## src/rtl/battleship_pkg.sv

```systemverilog
// Shared types and defaults for the battleship game controller.
package battleship_pkg;

  localparam int MAX_SHIPS_DEF = 5;

  typedef enum logic [2:0] {
    DECISION    = 3'd0,
    PLACEMENT   = 3'd1,
    PC_SETUP    = 3'd2,
    PLAYER_TURN = 3'd3,
    PC_TURN     = 3'd4,
    VICTORY     = 3'd5,
    DEFEAT      = 3'd6
  } game_state_t;

endpackage

```

## src/rtl/battleship_game_ctrl_turn_timer.sv

```systemverilog
// Player-turn countdown: load to TURN_CYCLES-1, count down while enabled, idle at 0.
module turn_timer #(
  parameter int unsigned TURN_CYCLES = 750_000_000,
  parameter int          TMR_W       = 30
) (
  input  logic             clk,
  input  logic             rst,
  input  logic             load,
  input  logic             enable,
  output logic [TMR_W-1:0] count,
  output logic             expired
);

  localparam logic [TMR_W-1:0] RELOAD = (TURN_CYCLES == 0) ? '0 : TMR_W'(TURN_CYCLES - 1);

  logic [TMR_W-1:0] r_count;

  // Anything other than load/enable parks the counter at 0 so it reads 0 outside a turn.
  always_ff @(posedge clk or posedge rst) begin
    if (rst)                   r_count <= '0;
    else if (load)             r_count <= RELOAD;
    else if (enable)           r_count <= (r_count == '0) ? '0 : r_count - TMR_W'(1);
    else                       r_count <= '0;
  end

  assign count   = r_count;
  assign expired = (TURN_CYCLES != 0) && (r_count == '0);

endmodule

```

## src/rtl/battleship_game_ctrl.sv

```systemverilog
// Battleship game sequencer: ship-count decision, placement, alternating turns,
// per-turn timeout, round counting and restart from the end screens.
module battleship_game_ctrl
  import battleship_pkg::*;
#(
  parameter int          MAX_SHIPS   = MAX_SHIPS_DEF,
  parameter int          CNT_W       = 3,
  parameter int unsigned TURN_CYCLES = 750_000_000,
  parameter int          TMR_W       = 30,
  parameter int          ROUND_W     = 8
) (
  input  logic               clk,
  input  logic               rst,
  input  logic [CNT_W-1:0]   ship_sel,
  input  logic               ships_decided,
  input  logic               place_confirm,
  input  logic               pc_place_done,
  input  logic               player_shot,
  input  logic               player_sunk,
  input  logic               pc_shot,
  input  logic               pc_sunk,
  input  logic               new_game,
  output logic [2:0]         state,
  output logic [CNT_W-1:0]   ships_to_place,
  output logic [CNT_W-1:0]   player_ships_left,
  output logic [CNT_W-1:0]   pc_ships_left,
  output logic [TMR_W-1:0]   turn_timer,
  output logic               turn_timeout,
  output logic [ROUND_W-1:0] round_count
);

  localparam logic [CNT_W-1:0] ONE = CNT_W'(1);

  game_state_t        r_state,   w_state_nxt;
  logic [CNT_W-1:0]   r_n,       w_n_nxt;
  logic [CNT_W-1:0]   r_to_place, w_to_place_nxt;
  logic [CNT_W-1:0]   r_pl_left, w_pl_left_nxt;
  logic [CNT_W-1:0]   r_pc_left, w_pc_left_nxt;
  logic [ROUND_W-1:0] r_round,   w_round_nxt;
  logic               r_timeout, w_timeout_nxt;
  logic               w_tmr_load, w_tmr_en, w_tmr_expired;
  logic [TMR_W-1:0]   w_tmr_count;
  logic               w_sel_ok;

  assign w_sel_ok = (ship_sel != '0) && (int'(ship_sel) <= MAX_SHIPS);

  always_ff @(posedge clk or posedge rst) begin
    if (rst) begin
      r_state    <= DECISION;
      r_n        <= '0;
      r_to_place <= '0;
      r_pl_left  <= '0;
      r_pc_left  <= '0;
      r_round    <= '0;
      r_timeout  <= 1'b0;
    end else begin
      r_state    <= w_state_nxt;
      r_n        <= w_n_nxt;
      r_to_place <= w_to_place_nxt;
      r_pl_left  <= w_pl_left_nxt;
      r_pc_left  <= w_pc_left_nxt;
      r_round    <= w_round_nxt;
      r_timeout  <= w_timeout_nxt;
    end
  end

  always_comb begin
    w_state_nxt    = r_state;
    w_n_nxt        = r_n;
    w_to_place_nxt = r_to_place;
    w_pl_left_nxt  = r_pl_left;
    w_pc_left_nxt  = r_pc_left;
    w_round_nxt    = r_round;
    w_timeout_nxt  = 1'b0;
    w_tmr_load     = 1'b0;
    case (r_state)
      DECISION: begin
        if (ships_decided && w_sel_ok) begin
          w_n_nxt        = ship_sel;
          w_to_place_nxt = ship_sel;
          w_pl_left_nxt  = ship_sel;
          w_pc_left_nxt  = ship_sel;
          w_round_nxt    = '0;
          w_state_nxt    = PLACEMENT;
        end
      end
      PLACEMENT: begin
        if (place_confirm) begin
          if (r_to_place <= ONE) begin
            w_to_place_nxt = r_n;
            w_state_nxt    = PC_SETUP;
          end else begin
            w_to_place_nxt = r_to_place - ONE;
          end
        end
      end
      PC_SETUP: begin
        if (pc_place_done) begin
          if (r_to_place <= ONE) begin
            w_to_place_nxt = '0;
            w_state_nxt    = PLAYER_TURN;
            w_tmr_load     = 1'b1;
          end else begin
            w_to_place_nxt = r_to_place - ONE;
          end
        end
      end
      PLAYER_TURN: begin
        // A resolved shot takes priority over a same-cycle expiry.
        if (player_shot) begin
          w_state_nxt = PC_TURN;
          if (player_sunk) begin
            w_pc_left_nxt = (r_pc_left == '0) ? '0 : r_pc_left - ONE;
            if (r_pc_left <= ONE) w_state_nxt = VICTORY;
          end
        end else if (w_tmr_expired) begin
          w_timeout_nxt = 1'b1;
          w_state_nxt   = PC_TURN;
        end
      end
      PC_TURN: begin
        if (pc_shot) begin
          if (pc_sunk && (r_pl_left <= ONE)) begin
            w_pl_left_nxt = '0;
            w_state_nxt   = DEFEAT;
          end else begin
            if (pc_sunk) w_pl_left_nxt = r_pl_left - ONE;
            w_round_nxt = (r_round == '1) ? r_round : r_round + ROUND_W'(1);
            w_state_nxt = PLAYER_TURN;
            w_tmr_load  = 1'b1;
          end
        end
      end
      VICTORY, DEFEAT: begin
        if (new_game) begin
          w_n_nxt        = '0;
          w_to_place_nxt = '0;
          w_pl_left_nxt  = '0;
          w_pc_left_nxt  = '0;
          w_round_nxt    = '0;
          w_state_nxt    = DECISION;
        end
      end
      default: begin
        w_n_nxt        = '0;
        w_to_place_nxt = '0;
        w_pl_left_nxt  = '0;
        w_pc_left_nxt  = '0;
        w_round_nxt    = '0;
        w_state_nxt    = DECISION;
      end
    endcase
  end

  assign w_tmr_en = (r_state == PLAYER_TURN) && (w_state_nxt == PLAYER_TURN);

  turn_timer #(
    .TURN_CYCLES (TURN_CYCLES),
    .TMR_W       (TMR_W)
  ) u_turn_timer (
    .clk     (clk),
    .rst     (rst),
    .load    (w_tmr_load),
    .enable  (w_tmr_en),
    .count   (w_tmr_count),
    .expired (w_tmr_expired)
  );

  assign state             = r_state;
  assign ships_to_place    = r_to_place;
  assign player_ships_left = r_pl_left;
  assign pc_ships_left     = r_pc_left;
  assign turn_timer        = w_tmr_count;
  assign turn_timeout      = r_timeout;
  assign round_count       = r_round;

endmodule

```

## config.mk

```make
export PLATFORM = sky130hd
export DESIGN_NAME = battleship_game_ctrl
export DESIGN_NICKNAME = d
export VERILOG_FILES = /design/src/rtl/battleship_pkg.sv /design/src/rtl/battleship_game_ctrl_turn_timer.sv /design/src/rtl/battleship_game_ctrl.sv
export SDC_FILE = /design/constraint.sdc
export NUM_CORES = 1
export LEC_CHECK = 0
export ABC_AREA = 1
export CORE_ASPECT_RATIO = 0.8
export CORE_MARGIN = 2
export CORE_UTILIZATION = 35
export CTS_CLUSTER_SIZE = 25
export DETAILED_ROUTE_END_ITERATION = 7
export GPL_TIMING_DRIVEN = 0
export PLACE_DENSITY = 0.61
export SYNTH_ARGS = -nofsm -noshare
export SYNTH_HDL_FRONTEND = slang
export SYNTH_SLANG_ARGS = --single-unit
```

## constraint.sdc

```tcl
create_clock -name clk -period 2 [get_ports clk]
set_clock_uncertainty 0.1 [all_clocks]
set_input_delay 0.2 -clock clk [delete_from_list [all_inputs] [get_ports clk]]
set_output_delay 0.2 -clock clk [all_outputs]
set_load 0.05 [all_outputs]
```

==> results.cfg <==
[cells_and_area]
ff_latch_area_um2 = 1350
drive_above_1_share_pct = 14.3
layout_commonest_cell = nand2_1
layout-area-overhead-vs-synth_pct = 29.8
multi_input_area_um2 = 1740
fillers = 929
post-route-util_pct = 47.2
mostFrequentLayoutCells = 91 x nand2_1, 63 x clkdlybuf4s50_1, 52 x dfrtp_1
layout.nets = 520
antenna_cells = 0

[route]
vias_per_cell = 4.87
drt-initial-drc-count = 124
vias = 3002
drc = 4
drtPass1Iterations = 7
ant_nets = 0
totalWireLength_um = 8080
wl_per_cell_um = 13.1

[yosys]
synthMuxAreaShare_pct = 0
synth_top_family_by_area = simple AND/OR/NAND/NOR gates
synthSimpleGateAreaFrac_pct = 30.8
synth_cell_types = 41
ys_seq_elements = 54
synth_compound_area_share_pct = 11.3
syn_nets = 448
synth-main-ff-cell = dfrtp_1
avgSynthCellArea_um2 = 7.76
yosys_warnings = 0
netlist_area_um2 = 3330
yosys.area.top_type = dfrtp_1
async_flop_share_pct = 100
yosysSeqAreaShare_pct = 40.6
synth_cells = 429
synth-edff-count = 0
synth_top_area_share_pct = 40.6
netlist_top_cells_area = dfrtp_1 41%, nand2_1 10%, nor2_1 5.9%
synth_xor_area_share_pct = 6.84
synthAdderAreaFrac_pct = 2.26

[grt]
antenna_found_initial = 0
met3_usage_pct = 2.14
track_usage_pct = 16.6
grt_max_degree = 41
overflow = 0
use_met2_pct = 25.2
grt_pass1_vias = 2892
grt.busiest_layer = met2
grt_pass1_wl_um = 14100
gr-usage-met1_pct = 24.9

[cts]
clock_sinks = 54
htreeDepth = 2
clk_latency_ns = 0.29
clk_pin_slew_worst_paths_ns = 0.07
cts_root_buf = clkbuf_16
numCtsBuffers = 5
cts_tree = built
cts.path.max_buffers = 2

[sta]
rsz0062_at_grt = true
setup_ws_ns = 0.0708
setup_viol = 0
finalCriticalPeriod_ns = 1.93
worst_slew_pin_slew_ns = 0.501
finalSetupTns_ns = 0
drv_slew = 0
relSlewSlack_pct = 66.5
finalHoldViolations = 0
min_period_over_period_pct = 96.5
fmax_mhz = 518

[floorplanning]
dieArea_um2 = 10300
dieHeight_um = 91.2
io_pins = 64
die_x_um = 113
initial_core_util_pct = 36.3
std_cell_rows = 31
core_area_um2 = 9150

[place]
dp_hpwl_um = 6220
place.gp.congestion = 0.847
dpl_worst_slack_ns = -0.0305
io_buffers = 63

[setup_path]
timing.critical_path.buf_inv = 1
r2r-start = u_turn_timer.count[0]
cp-startpoint = state[1]
crit_end = state[1]
crit_fanout = 7
crit_required_ns = 1.70
cp.arrival_ns = 1.63
ff2ff_path_depth = 10
crit_slowest_cell = clkdlybuf4s50_1
max_stage_delay_ns = 0.86
r2r_setup_slack_ns = 0.09
cp_num_cells = 1
path_cells = clkdlybuf4s50_1
endpoint_kind = output pin
r2r_end = state[1]
crit_family = buffers and inverters
path_class = flop to output pin
crit_path_start_kind = flop

[outcome]
status = finished, violations left
violations = DRC

[power]
p_leak_nw = 2.01
pwr_density_cell_nw_per_um2 = 1830
ir_worst_vdd_uv = 594

[flow_run]
drv_cap = 0

[min_path]
min_path_type = input pin to asynchronous set/reset pin
power by group:
part / total (W) / internal [W] / switching (W)
Sequential: 0.00173 / 0.00139 / 0.000346
Clock: 0.000882 / 0.000501 / 0.000381
Combinational: 0.00530 / 0.00179 / 0.00351
Total: 0.00791 / 0.00368 / 0.00423
cells by family (layout without fill, tap and decap cells):
logic type / after synthesis / count (layout)
and+or+nand+nor: 220 / 220
adders and majority gates: 6 / 6
buffers and inverters: 63 / 136
DFF: 54 / 54
AOI/OAI and AO/OA: 60 / 60
xor gates and xnor gates: 26 / 26
routing by layer:
metal,share of wire [%],vias to the layer above
li1,-,1526
met2,43,54
met3,3.0,8
met4,1.4,0
met1,53,1414
met5,0,-
through the flow:
step	area (µm²)	instances	hold WS [ns]	power, W
CTS	4280	616	0.110	0.00781
finish	4320	617	0.0928	0.00791
detailed placement	4120	608	0.381	0.00687
global placement	4100	607	0.377	0.00680
global route	4320	617	0.122	0.00864
floorplan	3330	429	0.251	0.00560
timing repair:
item                                    4_1_cts  5_1_grt
hold buffers                                  0        0
endpoints found under the setup margin       13       30
resized for setup                             1       12
pin swaps                                     1        4
setup buffers                                 0        1
synth_stat cells, types with 2 or more instances:
cell type	count
ha_1	6
o21ai_2	9
xnor2_1	10
inv_1	51
o21ai_1	13
nand4_1	9
o21ai_0	21
nor2_1	52
nor2_4	3
nor2_2	16
inv_2	6
nor3_1	7
nor3_2	3
xor2_1	16
a21oi_1	5
nand2_1	93
o21bai_1	3
a21oi_2	2
buf_6	2
dfrtp_1	54
nand2_2	3
nand3_1	26
worst min-delay path by stage:
| stage | startpoint | to | slack, ns | cells after the start |
|---|---|---|---|---|
| detailed placement | u_turn_timer.count[0] | u_turn_timer.count[0] | 0.38 | 1 |
| global placement | u_turn_timer.count[0] | u_turn_timer.count[0] | 0.38 | 1 |
| finish | rst | state[1] | 0.09 | 2 |
| global route | rst | u_turn_timer.count[3] | 0.12 | 2 |
| floorplan | pc_shot | state[1] | 0.25 | 2 |
| CTS | rst | state[1] | 0.11 | 2 |
sequential cells by signal, indices dropped and copies added, names as in the netlist:
| register | flops |
|---|---|
| u_turn_timer.count | 30 |
| round_count | 8 |
| pc_ships_left | 3 |
| player_ships_left | 3 |
| r_n | 3 |
| ships_to_place | 3 |
| state | 3 |
| turn_timeout | 1 |
layout make-up:
| type | count | share of cell area, % |
|---|---|---|
| plain buffers | 5 | 1.27 |
| clock buffers | 8 | 3.39 |
| inverters | 58 | 5.22 |
| multi-input cells | 312 | 40.2 |
| flip-flops and latches | 54 | 31.4 |
| well taps | 115 | 3.33 |
| repair buffers | 65 | 15.2 |
Note: power is estimated with default switching activity, not from simulation.
